### config.mk
export PLATFORM = sky130hd
export DESIGN_NAME = alu_sequencer_flat
export DESIGN_NICKNAME = d
export VERILOG_FILES = /design/src/rtl/alu_sequencer_pkg.sv /design/src/rtl/alu_sequencer_if.sv /design/src/rtl/alu_sequencer_alu.sv /design/src/rtl/alu_sequencer.sv /design/src/flat_wrapper.sv
export SDC_FILE = /design/constraint.sdc
export NUM_CORES = 1
export LEC_CHECK = 0
export ABC_AREA = 1
export CORE_ASPECT_RATIO = 1.25
export CORE_MARGIN = 4
export CORE_UTILIZATION = 40
export CTS_CLUSTER_DIAMETER = 150
export DETAILED_ROUTE_END_ITERATION = 16
export PLACE_DENSITY = 0.68
export SYNTH_ARGS = -nofsm -noshare
export SYNTH_HDL_FRONTEND = slang
export SYNTH_HIERARCHICAL = 1
export SYNTH_SLANG_ARGS = --single-unit
### constraint.sdc
create_clock -name clk -period 3.1 [get_ports clk]
set_input_delay 0.31 -clock clk [delete_from_list [all_inputs] [get_ports clk]]
set_output_delay 0.31 -clock clk [all_outputs]
set_load 0.005 [all_outputs]
### src/rtl/alu_sequencer_pkg.sv
// Shared types for the ALU sequencer: opcodes, ALU control word, FSM states
// and the opcode -> ALU control decode table.
package alu_sequencer_pkg;

    localparam int NUM_REGS = 4;

    typedef enum logic [3:0] {
        OP_PASS  = 4'h0,
        OP_INC   = 4'h1,
        OP_ADD   = 4'h2,
        OP_ADDC  = 4'h3,
        OP_SUB   = 4'h4,
        OP_DEC   = 4'h5,
        OP_AND   = 4'h6,
        OP_OR    = 4'h7,
        OP_XOR   = 4'h8,
        OP_NOTA  = 4'h9,
        OP_SHL   = 4'hA,
        OP_SHR   = 4'hB,
        OP_CLR   = 4'hC,
        OP_NOTB  = 4'hD,
        OP_XNOR  = 4'hE,
        OP_LOADI = 4'hF
    } opcode_e;

    // Arithmetic selects add a second operand (zero, b, ~b, all-ones) plus c_in.
    typedef enum logic [3:0] {
        SEL_ADD_ZERO = 4'h0,
        SEL_ADD_B    = 4'h1,
        SEL_ADD_NOTB = 4'h2,
        SEL_ADD_ONES = 4'h3,
        SEL_AND      = 4'h4,
        SEL_OR       = 4'h5,
        SEL_XOR      = 4'h6,
        SEL_NOTA     = 4'h7,
        SEL_SHL      = 4'h8,
        SEL_SHR      = 4'h9,
        SEL_CLR      = 4'hA,
        SEL_NOTB     = 4'hB,
        SEL_XNOR     = 4'hC
    } alu_sel_e;

    typedef struct packed {
        alu_sel_e sel;
        logic     c_in;
    } alu_ctrl_t;

    typedef enum logic [1:0] {
        ST_IDLE = 2'd0,
        ST_EXEC = 2'd1,
        ST_RESP = 2'd2
    } state_e;

    // Decode table. LOADI bypasses the ALU, so its ALU control is don't-care.
    function automatic alu_ctrl_t decode_op(input opcode_e op);
        alu_ctrl_t ctrl;
        ctrl = '{sel: SEL_ADD_ZERO, c_in: 1'b0};
        case (op)
            OP_PASS:  ctrl = '{sel: SEL_ADD_ZERO, c_in: 1'b0};
            OP_INC:   ctrl = '{sel: SEL_ADD_ZERO, c_in: 1'b1};
            OP_ADD:   ctrl = '{sel: SEL_ADD_B,    c_in: 1'b0};
            OP_ADDC:  ctrl = '{sel: SEL_ADD_B,    c_in: 1'b1};
            OP_SUB:   ctrl = '{sel: SEL_ADD_NOTB, c_in: 1'b1};
            OP_DEC:   ctrl = '{sel: SEL_ADD_ONES, c_in: 1'b0};
            OP_AND:   ctrl = '{sel: SEL_AND,      c_in: 1'b0};
            OP_OR:    ctrl = '{sel: SEL_OR,       c_in: 1'b0};
            OP_XOR:   ctrl = '{sel: SEL_XOR,      c_in: 1'b0};
            OP_NOTA:  ctrl = '{sel: SEL_NOTA,     c_in: 1'b0};
            OP_SHL:   ctrl = '{sel: SEL_SHL,      c_in: 1'b0};
            OP_SHR:   ctrl = '{sel: SEL_SHR,      c_in: 1'b0};
            OP_CLR:   ctrl = '{sel: SEL_CLR,      c_in: 1'b0};
            OP_NOTB:  ctrl = '{sel: SEL_NOTB,     c_in: 1'b0};
            OP_XNOR:  ctrl = '{sel: SEL_XNOR,     c_in: 1'b0};
            OP_LOADI: ctrl = '{sel: SEL_ADD_ZERO, c_in: 1'b0};
            default:  ctrl = '{sel: SEL_ADD_ZERO, c_in: 1'b0};
        endcase
        return ctrl;
    endfunction

endpackage

### src/rtl/alu_sequencer_if.sv
// Instruction and result handshake bundle of the ALU sequencer.
interface alu_sequencer_if #(
    parameter int WIDTH = 4
) ();
    logic             in_valid;
    logic             in_ready;
    logic [3:0]       in_op;
    logic [1:0]       in_rd;
    logic [1:0]       in_rs1;
    logic [1:0]       in_rs2;
    logic [WIDTH-1:0] in_imm;
    logic             res_valid;
    logic             res_ready;
    logic [WIDTH-1:0] res_data;
    logic [1:0]       res_rd;
    logic             res_zero;

    // Instruction source / result consumer side.
    modport master (
        output in_valid, in_op, in_rd, in_rs1, in_rs2, in_imm, res_ready,
        input  in_ready, res_valid, res_data, res_rd, res_zero
    );

    // Sequencer side.
    modport slave (
        input  in_valid, in_op, in_rd, in_rs1, in_rs2, in_imm, res_ready,
        output in_ready, res_valid, res_data, res_rd, res_zero
    );
endinterface

### src/rtl/alu_sequencer_alu.sv
// Combinational ALU: arithmetic is a + addend + c_in modulo 2^WIDTH,
// the remaining selects are bitwise/shift functions of a and b.
module alu_sequencer_alu
    import alu_sequencer_pkg::*;
#(
    parameter int WIDTH = 4
) (
    input  logic [WIDTH-1:0] a,
    input  logic [WIDTH-1:0] b,
    input  alu_ctrl_t        ctrl,
    output logic [WIDTH-1:0] y
);

    logic [WIDTH-1:0] addend;

    // Choose the second adder operand and produce the selected function.
    always_comb begin
        // NOTE: every output gets a default first so no path leaves it unassigned (no latch).
        addend = '0;
        y      = '0;
        case (ctrl.sel)
            SEL_ADD_B:    addend = b;
            SEL_ADD_NOTB: addend = ~b;
            SEL_ADD_ONES: addend = '1;
            default:      addend = '0;
        endcase
        case (ctrl.sel)
            SEL_ADD_ZERO,
            SEL_ADD_B,
            SEL_ADD_NOTB,
            SEL_ADD_ONES: y = a + addend + WIDTH'(ctrl.c_in);
            SEL_AND:      y = a & b;
            SEL_OR:       y = a | b;
            SEL_XOR:      y = a ^ b;
            SEL_NOTA:     y = ~a;
            SEL_SHL:      y = a << 1;
            SEL_SHR:      y = a >> 1;
            SEL_CLR:      y = '0;
            SEL_NOTB:     y = ~b;
            SEL_XNOR:     y = ~(a ^ b);
            default:      y = '0;
        endcase
    end

endmodule

### src/rtl/alu_sequencer.sv
// ALU sequencer: accepts one instruction, executes it against a 4-entry
// register file for one cycle, then holds the result until it is consumed.
module alu_sequencer
    import alu_sequencer_pkg::*;
#(
    parameter int WIDTH = 4
) (
    input logic             clk,
    input logic             rst,
    alu_sequencer_if.slave  bus
);

    state_e           state;
    state_e           state_nxt;
    logic             in_ready;
    logic             res_valid;
    logic             accept;

    opcode_e          op_q;
    logic [1:0]       rd_q;
    logic [1:0]       rs1_q;
    logic [1:0]       rs2_q;
    logic [WIDTH-1:0] imm_q;

    logic [WIDTH-1:0] regs [NUM_REGS];
    logic [WIDTH-1:0] res_data_q;
    logic [1:0]       res_rd_q;

    alu_ctrl_t        alu_ctrl;
    logic [WIDTH-1:0] alu_y;
    logic [WIDTH-1:0] result;

    assign accept   = bus.in_valid && in_ready;
    assign alu_ctrl = decode_op(op_q);
    assign result   = (op_q == OP_LOADI) ? imm_q : alu_y;

    alu_sequencer_alu #(
        .WIDTH (WIDTH)
    ) u_alu (
        .a    (regs[rs1_q]),
        .b    (regs[rs2_q]),
        .ctrl (alu_ctrl),
        .y    (alu_y)
    );

    // FSM state register; reset wins over any handshake in flight.
    always_ff @(posedge clk) begin
        // NOTE: sequential state uses non-blocking assignments so all flops update together.
        if (rst) begin
            state <= ST_IDLE;
        end else begin
            state <= state_nxt;
        end
    end

    // Next-state logic and handshake outputs, decoded from the current state.
    always_comb begin
        state_nxt = state;
        in_ready  = 1'b0;
        res_valid = 1'b0;
        case (state)
            ST_IDLE: begin
                in_ready = 1'b1;
                if (bus.in_valid) begin
                    state_nxt = ST_EXEC;
                end
            end
            ST_EXEC: begin
                state_nxt = ST_RESP;
            end
            ST_RESP: begin
                res_valid = 1'b1;
                if (bus.res_ready) begin
                    state_nxt = ST_IDLE;
                end
            end
            default: begin
                state_nxt = ST_IDLE;
            end
        endcase
    end

    // Instruction latch, register file write and result capture.
    always_ff @(posedge clk) begin
        if (rst) begin
            // NOTE: the register file is small and architecturally must read 0 after reset,
            // so it is built from resettable flops rather than an uninitialised RAM.
            for (int i = 0; i < NUM_REGS; i++) begin
                regs[i] <= '0;
            end
            op_q       <= OP_PASS;
            rd_q       <= '0;
            rs1_q      <= '0;
            rs2_q      <= '0;
            imm_q      <= '0;
            res_data_q <= '0;
            res_rd_q   <= '0;
        end else begin
            if (accept) begin
                op_q  <= opcode_e'(bus.in_op);
                rd_q  <= bus.in_rd;
                rs1_q <= bus.in_rs1;
                rs2_q <= bus.in_rs2;
                imm_q <= bus.in_imm;
            end
            // Operands were read before this edge, so rd == rs1/rs2 sees the old value.
            if (state == ST_EXEC) begin
                regs[rd_q] <= result;
                res_data_q <= result;
                res_rd_q   <= rd_q;
            end
        end
    end

    assign bus.in_ready  = in_ready;
    assign bus.res_valid = res_valid;
    assign bus.res_data  = res_data_q;
    assign bus.res_rd    = res_rd_q;
    assign bus.res_zero  = (res_data_q == '0);

endmodule

### src/flat_wrapper.sv
// flat-port wrapper written by rule: the top's interface ports become plain ports
module alu_sequencer_flat import alu_sequencer_pkg::*;
#(
    parameter int WIDTH = 4
)
  (clk, rst, bus_in_valid, bus_in_op, bus_in_rd, bus_in_rs1, bus_in_rs2, bus_in_imm, bus_res_ready, bus_in_ready, bus_res_valid, bus_res_data, bus_res_rd, bus_res_zero);
  alu_sequencer_if #(.WIDTH(WIDTH)) bus_i ();
  input logic clk;
  input logic rst;
  input wire logic [$bits(bus_i.in_valid)-1:0] bus_in_valid;
  input wire logic [$bits(bus_i.in_op)-1:0] bus_in_op;
  input wire logic [$bits(bus_i.in_rd)-1:0] bus_in_rd;
  input wire logic [$bits(bus_i.in_rs1)-1:0] bus_in_rs1;
  input wire logic [$bits(bus_i.in_rs2)-1:0] bus_in_rs2;
  input wire logic [$bits(bus_i.in_imm)-1:0] bus_in_imm;
  input wire logic [$bits(bus_i.res_ready)-1:0] bus_res_ready;
  output wire logic [$bits(bus_i.in_ready)-1:0] bus_in_ready;
  output wire logic [$bits(bus_i.res_valid)-1:0] bus_res_valid;
  output wire logic [$bits(bus_i.res_data)-1:0] bus_res_data;
  output wire logic [$bits(bus_i.res_rd)-1:0] bus_res_rd;
  output wire logic [$bits(bus_i.res_zero)-1:0] bus_res_zero;
  assign bus_i.in_valid = bus_in_valid;
  assign bus_i.in_op = bus_in_op;
  assign bus_i.in_rd = bus_in_rd;
  assign bus_i.in_rs1 = bus_in_rs1;
  assign bus_i.in_rs2 = bus_in_rs2;
  assign bus_i.in_imm = bus_in_imm;
  assign bus_i.res_ready = bus_res_ready;
  assign bus_in_ready = bus_i.in_ready;
  assign bus_res_valid = bus_i.res_valid;
  assign bus_res_data = bus_i.res_data;
  assign bus_res_rd = bus_i.res_rd;
  assign bus_res_zero = bus_i.res_zero;
  alu_sequencer #(.WIDTH(WIDTH)) u_core (.clk(clk), .rst(rst), .bus(bus_i));
endmodule
==> run_results.csv <==
group,metric,value,unit
run_status,status,"finished, final reports clean",
worst_setup_path,worst_r2r_path_depth,14,
detailed_routing,dr_total_vias,2434,
timing,fmax,346,MHz
cts,clockRootBuffer,"clkbuf_8",
power_and_ir_drop,ir_drop,0.338,mV
synth,synthTopCellsByArea,"dfxtp_1, edfxtp_1, nor2_1",
power_and_ir_drop,power.density,526,nW/um^2
cts,ctsHoldBuffers,0,
worst_setup_path,cp.arrival,2.94,ns
cts,htree_levels,2,
detailed_routing,drt_iter0_drc,128,
global_route,grt_pass1_vias,2363,
timing,worst_slew_pin_slew,0.754,ns
floorplan,start_util,40.9,%
timing,setup_tns,0,ns
worst_setup_path,worst_ep_required_time,3.15,ns
run,cap_viol_max_count,0,
worst_hold_path,hp-start,"u_core/bus.res_rd[0]",
detailed_routing,drtPass1Iterations,4,
timing,rsz0062_at_grt,"false",
cells_and_area,seqCellArea,1100,um^2
worst_hold_path,hold_path_class,"register to register",
timing,holdWs,0.492,ns
detailed_routing,remaining_drc_errors,0,
detailed_routing,ant_nets,0,
synth,synth-edff-count,16,
timing,skew,0.00638,ns
cells_and_area,final_cell_mix,"nor2_1, nand2_1, inv_1",
place,portBuffers,26,
cells_and_area,area_growth_syn_to_layout,17.8,%
cells_and_area,final_common_cell,"nor2_1",
detailed_routing,routed_wl,6.02,mm
worst_hold_path,hold_end,"u_core/bus.res_rd[0]",
synth,ys_ff_latch,47,
synth,synthFlopType,"dfxtp_1",
cts,cts_setup_buffers,0,
floorplan,fp.dieW,81.0,um
timing,setup_viol,0,
synth,yosysWarnings,6,
place,postPlaceCellArea,3010,um^2
worst_setup_path,path_max_fanout,8,
worst_setup_path,endpoint_kind,"register",
cells_and_area,diodes,0,
worst_setup_path,start_kind,"register",
cells_and_area,layout.nets,433,
place,routabilityCongestion,0.995,
cells_and_area,fin_cells,491,
place,post-place-ws,0.204,ns
global_route,antenna_found_initial,0,
synth,netlist_area,2670,um^2
synth,yosysSeqAreaShare,41.3,%
cells_and_area,multiInputGateArea,1350,um^2
floorplan,die_h,99.3,um
worst_setup_path,critical_path_class,"register to register",
place,dp_hpwl,4.75,mm
synth,synth.avg_cell_area,7.11,um^2
timing,slew_violations,0,
cts,clockBufferDepth,2,
floorplan,ios,27,
timing,relSlewSlack,49.3,%
floorplan,die_area,8050,um^2
cells_and_area,fillCellCount,677,
synth,synth_cell_type_count,26,
timing,fin_crit,2.89,ns
worst_hold_path,whs_path_depth,2,
global_route,grt_max_degree,27,
global_route,grt_overflow,0,
timing,fin_ws,0.211,ns
synth,yosysTopAreaCell,"dfxtp_1",
worst_setup_path,r2r-end,"u_core/regs[1][1]",
floorplan,core-area,6520,um^2
place,dp_cells,483,
detailed_routing,vias_per_cell,4.96,
floorplan,std_cell_rows,33,
synth,synth_nets,405,
cts,numCtsBuffers,5,
power_and_ir_drop,p_leak,1.43,nW
cells_and_area,fin_area,3140,um^2
global_route,grt_pass1_wl,10.2,mm
cts,cts.sinks,47,
cells_and_area,drive_above_1_share,7.43,%
synth,syn_inst,375,
worst_setup_path,reg2reg_slack,0.21,ns
synth,synth.top_cell.area_share,23.3,%
synth,synthArstFlopShare,0,%
timing,hold_viol,0,
timing,period_share,93.2,%
cts,clkTransAtPathRegs,0.09,ns
global_route,grt_use_total,15.9,%
detailed_routing,wire_per_inst,12.3,um
cts,cts_tree,"yes",
cts,clk_latency,0.30,ns
## power breakdown
part,switching [W],total (W),internal [W]
Sequential,0.0000409,0.000727,0.000686
Combinational,0.000285,0.000471,0.000186
Clock,0.000211,0.000455,0.000244
Total,0.000536,0.00165,0.00112
## cell type report
class | instances | share of cell area (%)
Multi-Input combinational cell | 268 | 42.8
Sequential cell | 47 | 35.0
Timing Repair Buffer | 27 | 8.52
Inverter | 54 | 6.45
Tap cell | 87 | 3.46
Clock buffer | 5 | 2.19
Clock inverter | 3 | 1.51
## kinds of logic (layout without fill, tap and decap cells)
family	after synthesis	after routing	share of synthesized area, %
simple gates	205	205	33.6
buf+inv	60	89	8.72
compound gates	50	50	9.85
flops	47	47	41.3
fa+ha+maj	12	12	6.19
xor+xnor	1	1	0.328
## worst max-delay path, stage by stage (launching register included)
cell	delay [ns]
dfxtp_1	0.32
buf_4	0.15
o21ai_0	0.17
o22ai_1	0.16
a21oi_1	0.18
o21ai_0	0.13
fa_1	0.45
fa_1	0.51
o21ai_0	0.09
nor2_1	0.10
nand3b_1	0.08
inv_1	0.06
nand2_1	0.06
nand2_2	0.13
nor2_1	0.06
## per-stage QoR
stage	util, %	total power (W)
2_1_floorplan	-	0.00106
3_3_place_gp	46.2	0.00119
3_5_place_dp	46.2	0.00120
4_1_cts	48.0	0.00166
5_1_grt	48.2	0.00176
6_report	48.2	0.00165
## per-layer routing
| metal | global-route usage [%] | wire [um] |
|---|---|---|
| met2 | 27.9 | 3020 |
| met4 | 7.02 | 125 |
| met1 | 18.7 | 2660 |
| met5 | 0 | 0 |
| met3 | 2.81 | 213 |
## worst max path at each step
stage              from                 to  slack (ns)  depth (start not counted)
5_1_grt        register  u_core/regs[1][1]       0.004                         14
6_report       register  u_core/regs[1][1]        0.21                         14
3_5_place_dp   register  u_core/regs[1][1]        0.20                         13
2_1_floorplan  register  u_core/regs[0][2]        0.28                         16
4_1_cts        register  u_core/regs[1][1]        0.18                         13
3_3_place_gp   register  u_core/regs[1][2]        0.28                         14
## Yosys cell counts (6+ instances only)
library cell   n
dfxtp_1       31
inv_1         48
edfxtp_1      16
nand3_1       32
nor2_1        81
ha_1          10
o22ai_1        8
inv_2          6
nand2_1       68
o21ai_1        7
o21ai_0       29
## sequential cells by signal, summed over array words and instances, names as in the netlist, named ones only
register,count
u_core/rs1_q,2
u_core/rs2_q,2
u_core/op_q,4
u_core/imm_q,4
u_core/state,2
u_core/regs,16
u_core/bus.res_data,4
u_core/rd_q,2
u_core/bus.res_rd,2
u_core/alu_ctrl,5
## what timing repair did
item / 4_1_cts / 5_1_grt
gates resized for setup: 0 / 3
setup endpoints to repair: 0 / 8
hold endpoints to repair: 0 / 0
No activity file was read; power rests on OpenSTA's default activity.
